**config.mk**
```make
export PLATFORM = sky130hd
export DESIGN_NAME = wr_pps_monitor
export DESIGN_NICKNAME = d
export VERILOG_FILES = /design/src/rtl/wr_pps_monitor.sv
export SDC_FILE = /design/constraint.sdc
export NUM_CORES = 1
export LEC_CHECK = 0
export CAP_MARGIN = 40
export CORE_ASPECT_RATIO = 0.75
export CORE_UTILIZATION = 50
export CTS_CLUSTER_DIAMETER = 120
export DETAILED_ROUTE_END_ITERATION = 16
export PLACE_DENSITY = 0.85
export SYNTH_ARGS = -nofsm -noshare
export SYNTH_HDL_FRONTEND = slang
export SYNTH_SLANG_ARGS = --single-unit
```
**constraint.sdc**
```tcl
create_clock -name clk_sys_i -period 3.5 [get_ports clk_sys_i]
set_input_delay 0.525 -clock clk_sys_i [delete_from_list [all_inputs] [get_ports clk_sys_i]]
set_output_delay 0.525 -clock clk_sys_i [all_outputs]
set_load 0.005 [all_outputs]
```
**src/rtl/wr_pps_monitor.sv**
```systemverilog
// PPS / clk_sys health monitor: period measurement, lock qualification, miss/bad counting, per-second event bins.
// Optional per-channel event timestamps are enabled by defining WR_PPS_MON_TSTAMP_EN.
module wr_pps_monitor #(
  parameter int CLK_FREQ = 125000000,
  parameter int TOL      = 1000,
  parameter int LOCK_CNT = 4,
  parameter int NUM_CH   = 2,
  parameter int CNT_W    = 32
) (
  input  logic                    clk_sys_i,
  input  logic                    rst_n_i,
  input  logic                    pps_i,
  input  logic                    clear_i,
  input  logic [NUM_CH-1:0]       ev_i,
  output logic [CNT_W-1:0]        pps_cnt_o,
  output logic [CNT_W-1:0]        period_o,
  output logic [CNT_W-1:0]        miss_cnt_o,
  output logic [CNT_W-1:0]        bad_cnt_o,
  output logic                    locked_o,
  output logic [1:0]              state_o,
  output logic [NUM_CH*CNT_W-1:0] ev_cnt_o,
`ifdef WR_PPS_MON_TSTAMP_EN
  output logic [NUM_CH*CNT_W-1:0] ev_ts_o,
`endif
  output logic                    ev_valid_o
);

  typedef enum logic [1:0] {ACQUIRE = 2'd0, QUALIFY = 2'd1, LOCKED = 2'd2, FAULT = 2'd3} state_t;

  localparam logic [CNT_W-1:0] ONE    = CNT_W'(1);
  localparam logic [CNT_W-1:0] PER_LO = CNT_W'(CLK_FREQ - TOL);
  localparam logic [CNT_W-1:0] PER_HI = CNT_W'(CLK_FREQ + TOL);
  localparam logic [7:0]       LOCK_N = 8'(LOCK_CNT);

  state_t                        state_q, state_d;
  logic [7:0]                    good_run_q, good_run_d;
  logic                          pps_d_q;
  logic [CNT_W-1:0]              cyc_q, cyc_d;
  logic [CNT_W-1:0]              pps_cnt_q, pps_cnt_d;
  logic [CNT_W-1:0]              period_q, period_d;
  logic [CNT_W-1:0]              miss_q, miss_d;
  logic [CNT_W-1:0]              bad_q, bad_d;
  logic                          ev_valid_q;
  logic [NUM_CH-1:0]             sync1_q, sync2_q, sync3_q;
  logic [NUM_CH-1:0][CNT_W-1:0]  live_q, live_d;
  logic [NUM_CH-1:0][CNT_W-1:0]  ev_cnt_q, ev_cnt_d;
`ifdef WR_PPS_MON_TSTAMP_EN
  logic [NUM_CH-1:0][CNT_W-1:0]  ts_live_q, ts_live_d;
  logic [NUM_CH-1:0][CNT_W-1:0]  ev_ts_q, ev_ts_d;
`endif

  logic              pps_re, good_period, timeout, miss_inc, bad_inc;
  logic [CNT_W-1:0]  cyc_inc;
  logic [NUM_CH-1:0] ev_re;

  assign pps_re      = pps_i & ~pps_d_q;
  assign cyc_inc     = (&cyc_q) ? cyc_q : cyc_q + ONE;
  assign good_period = (cyc_inc >= PER_LO) && (cyc_inc <= PER_HI);
  assign timeout     = (cyc_q == PER_HI) && !pps_re;
  assign ev_re       = sync2_q & ~sync3_q;

  // NOTE: every always_comb output gets a default first so no path leaves it unassigned (no latch).
  always_comb begin
    state_d    = state_q;
    good_run_d = good_run_q;
    miss_inc   = 1'b0;
    bad_inc    = 1'b0;
    case (state_q)
      ACQUIRE: if (pps_re) state_d = QUALIFY;
      QUALIFY: begin
        if (pps_re && good_period) begin
          good_run_d = good_run_q + 8'd1;
          if (good_run_d == LOCK_N) state_d = LOCKED;
        end else if (pps_re || timeout) begin
          bad_inc    = pps_re;
          miss_inc   = timeout;
          good_run_d = 8'd0;
          state_d    = FAULT;
        end
      end
      LOCKED: begin
        if ((pps_re && !good_period) || timeout) begin
          bad_inc    = pps_re;
          miss_inc   = timeout;
          good_run_d = 8'd0;
          state_d    = FAULT;
        end
      end
      FAULT: begin
        if (pps_re && good_period) begin
          good_run_d = 8'd1;
          state_d    = (LOCK_N == 8'd1) ? LOCKED : QUALIFY;
        end else begin
          bad_inc  = pps_re;
          miss_inc = timeout;
        end
      end
      default: state_d = ACQUIRE;
    endcase
  end

  // A clear on the same cycle as an increment wins.
  always_comb begin
    cyc_d     = pps_re ? '0 : cyc_inc;
    pps_cnt_d = pps_re ? pps_cnt_q + ONE : pps_cnt_q;
    period_d  = pps_re ? cyc_inc : period_q;
    miss_d    = (miss_inc && !(&miss_q)) ? miss_q + ONE : miss_q;
    bad_d     = (bad_inc && !(&bad_q)) ? bad_q + ONE : bad_q;
    if (clear_i) begin
      miss_d = '0;
      bad_d  = '0;
    end
  end

  // An event edge coincident with pps_re opens the new second's bin.
  always_comb begin
    live_d   = live_q;
    ev_cnt_d = ev_cnt_q;
`ifdef WR_PPS_MON_TSTAMP_EN
    ts_live_d = ts_live_q;
    ev_ts_d   = ev_ts_q;
`endif
    for (int k = 0; k < NUM_CH; k++) begin
      if (pps_re) begin
        ev_cnt_d[k] = live_q[k];
        live_d[k]   = {{(CNT_W-1){1'b0}}, ev_re[k]};
`ifdef WR_PPS_MON_TSTAMP_EN
        ev_ts_d[k]   = ts_live_q[k];
        ts_live_d[k] = '0;
`endif
      end else if (ev_re[k]) begin
        if (!(&live_q[k])) live_d[k] = live_q[k] + ONE;
`ifdef WR_PPS_MON_TSTAMP_EN
        ts_live_d[k] = cyc_inc;
`endif
      end
    end
  end

  // NOTE: sequential state uses non-blocking assignments only, so every flop samples pre-edge values.
  always_ff @(posedge clk_sys_i or negedge rst_n_i) begin
    if (!rst_n_i) begin
      state_q    <= ACQUIRE;
      good_run_q <= '0;
      pps_d_q    <= 1'b0;
      cyc_q      <= '0;
      pps_cnt_q  <= '0;
      period_q   <= '0;
      miss_q     <= '0;
      bad_q      <= '0;
      ev_valid_q <= 1'b0;
      sync1_q    <= '0;
      sync2_q    <= '0;
      sync3_q    <= '0;
      live_q     <= '0;
      ev_cnt_q   <= '0;
`ifdef WR_PPS_MON_TSTAMP_EN
      ts_live_q  <= '0;
      ev_ts_q    <= '0;
`endif
    end else begin
      state_q    <= state_d;
      good_run_q <= good_run_d;
      pps_d_q    <= pps_i;
      cyc_q      <= cyc_d;
      pps_cnt_q  <= pps_cnt_d;
      period_q   <= period_d;
      miss_q     <= miss_d;
      bad_q      <= bad_d;
      ev_valid_q <= pps_re;
      sync1_q    <= ev_i;
      sync2_q    <= sync1_q;
      sync3_q    <= sync2_q;
      live_q     <= live_d;
      ev_cnt_q   <= ev_cnt_d;
`ifdef WR_PPS_MON_TSTAMP_EN
      ts_live_q  <= ts_live_d;
      ev_ts_q    <= ev_ts_d;
`endif
    end
  end

  assign pps_cnt_o  = pps_cnt_q;
  assign period_o   = period_q;
  assign miss_cnt_o = miss_q;
  assign bad_cnt_o  = bad_q;
  assign locked_o   = (state_q == LOCKED);
  assign state_o    = state_q;
  assign ev_cnt_o   = ev_cnt_q;
  assign ev_valid_o = ev_valid_q;
`ifdef WR_PPS_MON_TSTAMP_EN
  assign ev_ts_o    = ev_ts_q;
`endif

endmodule
```
# After elaboration in Yosys (flattened, before gate mapping)
# Cells that the tools add are included.
word_totals:
  output_inout_bits: 196
  reg_bits: 306
  in_bits: 6
op_classes:
  reduce_logical: 27
  add_sub_neg: 7
  muxes: 34
  eq_ne: 12
  order_cmp: 2
  bitwise: 4
ops:
  columns: ["op", "n"]
  rows:
  - ["32-bit two-way mux", 12]
  - ["32-bit by 1-bit adder with 32-bit output, second input constant", 6]
  - ["32-bit AND reduction", 5]
  - ["32-bit by 27-bit == test with 1-bit output, second input constant", 1]
  - ["32-bit by 27-bit greater-or-equal comparator with 1-bit output, second input constant", 1]
  - ["32-bit by 27-bit <= comparator with 1-bit output, second input constant", 1]
  - ["8-bit two-way mux", 4]
  - ["8-bit one-hot mux with 3 select lines", 1]
  - ["2-bit two-way mux", 6]
  - ["8-bit by 1-bit adder with 8-bit output, second input constant", 1]
  - ["8-bit by 3-bit == test with 1-bit output, second input constant", 1]
  - ["1-bit two-way mux", 8]
  - ["2-bit != test, second input constant", 4]
  - ["2-bit one-hot mux with 4 select lines", 1]
  - ["2-bit nonzero test", 4]
  - ["1-bit logical AND", 6]
  - ["3-bit != test, second input constant", 2]
  - ["1-bit one-hot mux with 3 select lines", 2]
  - ["5-bit AND reduction", 1]
  - ["2-bit == test, second input constant", 2]
  - ["1-bit logical NOT", 4]
  - ["2-bit AND reduction", 2]
  - ["4-bit AND reduction", 1]
  - ["3-bit nonzero test", 1]
  - ["8 further kinds", 9]

# Depth between registers and ports, before layout
depth:
  depth_word: 12
  mapped_depth: 16

# Worst setup path before layout
# OpenSTA, ideal clock, no wires.
synth_timing:
  path_kind: "flip-flop to flip-flop"
  startpoint: "register cyc_q[0]"
  endpoint: "register good_run_q[2]"
  n_path_buf: 3
  stages_incl_launch_ff: 16
  t_arrival_ns: 3.768
  synth_period_minus_slack_ns: 3.843
  setup_slack_ns: -0.343
  setup_time_ns: 0.075
  required_ns: 3.425
  path_cell_list: "dfrtp_1 > ha_1 > and4_1 > and4_1 > buf_2 > a211oi_1 > xnor2_1 > and4b_1 > a221oi_1 > o2111a_1 > or4_4 > or3_1 > buf_2 > or2_1 > buf_6 > o2bb2ai_2"
synth_via:
  elab_chain_cells: 9
synth_rtl:
  columns: ["element", "line_no", "source"]
  rows:
  - ["from (decl)", "38", "logic [CNT_W-1:0] cyc_q, cyc_d;"]
  - ["from (signal assigned)", "165", "cyc_q <= cyc_d;"]
  - ["32-bit by 1-bit adder with 32-bit output or 32-bit AND reduction (tied branches)", "57", "assign cyc_inc = (&cyc_q) ? cyc_q : cyc_q + ONE;"]
  - ["32-bit two-way mux", "57", null]
  - ["32-bit by 27-bit greater-or-equal comparator with 1-bit output or 32-bit by 27-bit <= comparator with 1-bit output (tied branches)", "58", "assign good_period = (cyc_inc >= PER_LO) && (cyc_inc <= PER_HI);"]
  - ["1-bit logical AND", "58", null]
  - ["1-bit logical NOT", "82", "if ((pps_re && !good_period) || timeout) begin"]
  - ["1-bit logical AND", "82", null]
  - ["1-bit logical OR", "82", null]
  - ["2-bit by 1-bit != test with 1-bit output (no line)", null, null]
  - ["4-bit AND reduction (no line)", null, null]
  - ["to (signal assigned)", "163", "good_run_q <= good_run_d;"]
  - ["to (decl)", "36", "logic [7:0] good_run_q, good_run_d;"]
# Several ways; a longest one is shown, not always the timed one.
# A chain may end at the register's enable or synchronous reset.

# Final worst setup path
layout_timing:
  startpoint: "register cyc_q[18]"
  endpoint: "register state_q[0] (netlist: state_o[0])"
layout_via:
  elab_chain_cells: 9
layout_rtl:
  columns: ["element", "line_no", "source"]
  rows:
  - ["32-bit by 1-bit adder with 32-bit output or 32-bit AND reduction (tied branches)", "57", null]
  - ["32-bit two-way mux", "57", null]
  - ["32-bit by 27-bit greater-or-equal comparator with 1-bit output or 32-bit by 27-bit <= comparator with 1-bit output (tied branches)", "58", null]
  - ["1-bit logical AND", "58", null]
  - ["1-bit logical NOT", "82", null]
  - ["1-bit logical AND", "82", null]
  - ["1-bit logical OR", "82", null]
  - ["2-bit by 1-bit != test with 1-bit output (no line)", null, null]
  - ["5-bit AND reduction (no line)", null, null]
  - ["to (signal assigned)", "162", "state_q <= state_d;"]
  - ["to (decl)", "35", "state_t state_q, state_d;"]
# Several ways; a longest one is shown, not always the timed one.

==> impl_results.md <==
* Via density per instance at 5.54
* Diode count at 0
* Data required, critical path at 3.96 ns
* Count of cells along the worst hold path at 0
* Slew headroom at 45.2%
* Remaining global-route overflow at 0
* Maximum number of pins on one net before global-route repair at 97
* Least-Margin Pin Slew at 0.814 ns
* R2r worst-path depth at 14
* Initial standard-cell utilization of the core at 51.5%
* RSZ-0062 raised after global routing: yes
* Worst Clk Skew at 0.0186 ns
* Clock latency reported for the late side of the worst-skew pair at 0.58 ns
* Total count of max-transition violations in the final report at 0
* CTS tree: yes
* Startpoint of the worst-slack reg-to-reg timing path: cyc_q[18]
* Arrival time worst endpoint at 4.13 ns
* Cell class contributing the biggest share of worst-path delay: simple AND/OR/NAND/NOR gates
* Minimum clock period after layout at 3.67 ns
* Placed wire-length estimate at 27400 µm
* Area used by multi-input combinational logic at 6970 µm²
* First-pass GRT wire length at 63700 µm
* Top_reg_cell synth: dfrtp_1
* Maximum clock insertion buffer count at 3
* Number of clock buffers inserted by TritonCTS at 31
* Fraction of synthesis flops using an asynchronous set or reset pin at 100%
* Clock input transition at the sequential cells of the worst setup and hold paths at 0.07 ns
* DRC at 0
* Synth-to-Final Area Change at 34.4%
* Final wirelength at 40100 µm
* Number of antenna violations at the first check in global routing at 0
* Buffer and inverter count on the worst path at 3
* End point of the most critical hold path: sync2_q[0]
* Deepest level of the CTS H-tree at 1
* Antenna Violating Nets Remaining at 0
* Pwr per Cell Area at 429 nW/µm²
* Fraction of the yosys area taken by sequential cells at 52.4%
* Total power consumption of the routed design at 8.42 mW
* Worst path max stage delay at 0.45 ns
* FP Rows at 53
* Root cell of the clock tree: clkbuf_16
* Violations in the final reports: negative setup slack
* Category of the most critical setup path: flop to flop
* Post-Syn Instances at 1566
* Highest-delay cell along the critical path: or4_4
* Highest clock frequency the design can meet at 273 MHz
* Seq cells post-synth at 306
* Final weighted congestion of routability-driven global placement at 0.963
* Post-synth net total at 1584
* Worst reg2reg path endpoint: state_o[0]
* Via count of the first global-routing pass at 12400
* Hold Crit Class: flop to flop
* Final setup margin at -0.169 ns
* Maximum vdd drop at 0.453 mV
* Violation count after the first detailed-routing iteration at 821
* Die height at 150 µm
* Port Buffer Count at 201
* Max FO, Critical Path at 8
* Total standard cell area after synthesis at 14600 µm²
* Die outline area at 29900 µm²
* TritonRoute pass-1 iters at 5
* Routed length per instance at 17.4 µm
* Die Width at 199 µm
* Setup slack on the worst flop-to-flop path at -0.17 ns
* Synthesized area per cell at 9.33 µm²
* YS warnings at 0
* Static leakage at 8.70 nW
* Overall via count from detail_route at 12700
* Result of the run: finished with violations
* Crit-path cells: nand4_1 -> buf_4 -> nor4_4 -> buf_12 -> a211oi_4 -> xnor2_2 -> nor3_2 -> buf_4 -> a221oi_2 -> o2111a_1 -> or4_4 -> mux2_2 -> a211oi_4 -> mux2_4
* Summed negative setup slack over all endpoints at -2.69 ns
* Clock Sinks at 306
* Max Cap Violations at 0
* Net count reported at finish at 1908
* Fraction of layout instances using a drive strength above 1 at 16.1%
* Area used by sequential logic in the layout at 7660 µm²
* Endpoints failing hold at 0
* Core region area at 28400 µm²
* Number of distinct library cell variants in the gate-level netlist after synthesis at 70
* Final worst-path cycle share at 105%
* Capturing element type of the critical path: flop
* Number of ports placed on the die boundary at 202
* Worst hold slack after final layout at 0.354 ns
* EDFF count, synth at 0
* Startpoint type of the worst setup path: flop
* DP Worst Slack at -0.280 ns
* Hold path start: sync1_q[0]
* Total of endpoints with negative setup slack in the final report at 31
* Filler cell count in the final layout at 2160
* Global Route Usage Sum at 26.5%
[cell type report]
| cell class | instances | share of cell area, % |
|---|---|---|
| clock buffers | 41 | 4.34 |
| clock inverters | 16 | 1.06 |
| inverters | 29 | 0.567 |
| multi-input cells | 1155 | 35.5 |
| flip-flops and latches | 306 | 39.0 |
| well taps | 385 | 2.45 |
| repair buffers | 367 | 17.1 |
[flip-flops by register name, indices dropped and copies added (netlist names)]
register	flops
ev_cnt_o	64
live_q	64
bad_cnt_o	32
cyc_q	32
miss_cnt_o	32
period_o	32
pps_cnt_o	32
good_run_q	8
state_o	2
sync1_q	2
sync2_q	2
sync3_q	2
ev_valid_o	1
pps_d_q	1
[power breakdown]
group,leakage [nW],switching (mW),internal (mW)
clock network,0.512,1.42,2.02
logic,3.97,0.624,0.574
registers,4.22,0.128,3.65
[logic make-up (layout without fill, tap and decap cells)]
family                   count (synthesis)  count (layout)  share of synthesized area, %
AND/OR/NAND/NOR                        829             829                          26.8
flip-flops                             306             306                          52.4
XOR/XNOR                               164             164                          9.83
AO/OA/AOI/OAI                          142             142                          6.50
buffers and inverters                  105             453                          2.90
adder cells (fa/ha/maj)                 12              12                          1.03
multiplexers                             8               8                         0.574
[worst max-delay path by stage]
stage                         start            end  slack [ns]  cells past startpoint
after floorplan            cyc_q[1]  good_run_q[2]       -0.13                     15
after global placement    cyc_q[26]  bad_cnt_o[23]       -0.15                     13
after detailed placement  cyc_q[26]   bad_cnt_o[8]       -0.28                     13
after CTS                 cyc_q[21]  bad_cnt_o[18]       -0.07                     13
after global routing      cyc_q[21]     state_o[0]       -0.27                     14
final                     cyc_q[18]     state_o[0]       -0.17                     14
[stage by stage]
step | instance area (µm²) | util [%] | instances
3_3_place_gp | 17900 | 63.0 | 2201
3_5_place_dp | 17900 | 63.1 | 2202
4_1_cts | 19400 | 68.2 | 2288
6_report | 19600 | 69.2 | 2299
5_1_grt | 19600 | 69.2 | 2299
2_1_floorplan | 14700 | - | 1566
[worst reg2reg max path: cells and delay by family, from the launching register on]
family | cells | cell delay, ns
simple gates | 4 | 1.19
mux | 2 | 0.64
compound gates | 4 | 0.63
buf+inv | 3 | 0.58
flops | 1 | 0.36
xor+xnor | 1 | 0.15
[what timing repair did]
item / CTS / global route
pin swaps: 18 / 13
setup buffers: 28 / 12
hold buffers: 1 / 0
endpoints found under the hold margin: 72 / 0
cloned: 0 / 1
resized for setup: 35 / 42
endpoints found under the setup margin: 41 / 58
[synth_stat cells, types with 3 or more instances]
library cell | count | share of area, %
a211oi_1 | 5 | 0.26
a21oi_1 | 27 | 0.92
a31oi_1 | 3 | 0.13
and2_1 | 11 | 0.47
and3_1 | 45 | 1.9
and4_1 | 21 | 1.3
buf_2 | 12 | 0.41
clkbuf_1 | 60 | 1.5
dfrtp_1 | 306 | 52
ha_1 | 12 | 1.0
inv_1 | 29 | 0.74
mux2_2 | 3 | 0.23
mux2i_1 | 5 | 0.34
nand2_1 | 335 | 8.6
nand2b_1 | 6 | 0.26
nand3_1 | 68 | 2.3
nand4_1 | 42 | 1.8
nor2_1 | 178 | 4.6
nor2b_1 | 9 | 0.39
nor3_1 | 36 | 1.2
nor4_1 | 21 | 0.90
nor4b_1 | 8 | 0.48
o211ai_1 | 4 | 0.21
o21ai_0 | 59 | 2.0
o21ba_2 | 3 | 0.21
o21bai_1 | 3 | 0.15
o22ai_2 | 3 | 0.26
o2bb2ai_2 | 3 | 0.31
o31ai_1 | 4 | 0.21
or2_2 | 3 | 0.13
or3_1 | 25 | 1.1
or4_1 | 8 | 0.41
xnor2_1 | 92 | 5.5
xor2_1 | 72 | 4.3
[layout by cell type (no fill, tap or decap), drive strengths merged, types with 5 or more instances in the layout]
cell type	netlist	final
nand3	68	68
nand2	335	335
nor4b	8	8
clkbuf	60	41
nor4	22	22
xor2	72	72
o21ai	60	60
buf	16	167
nand4	43	43
inv	29	30
nor2b	9	9
nor3	37	37
or4	9	9
and3	45	45
and2	11	11
xnor2	92	92
or3	25	25
nand2b	6	6
a211oi	7	7
clkdlybuf4s50	0	199
nor2	178	178
a21oi	27	27
and4	21	21
ha	12	12
dfrtp	306	306
mux2i	5	5
clkinv	0	7
[per-layer routing]
layer | part of all wire (%) | up-vias | track usage, % | wire length, µm
li1 | - | 5953 | - | -
met1 | 43 | 6316 | 36.4 | 17400
met2 | 48 | 385 | 42.9 | 19100
met3 | 5.9 | 72 | 4.82 | 2350
met4 | 3.0 | 0 | 7.82 | 1190
met5 | 0 | - | 0 | 0
Note: power is estimated with default switching activity, not from simulation.
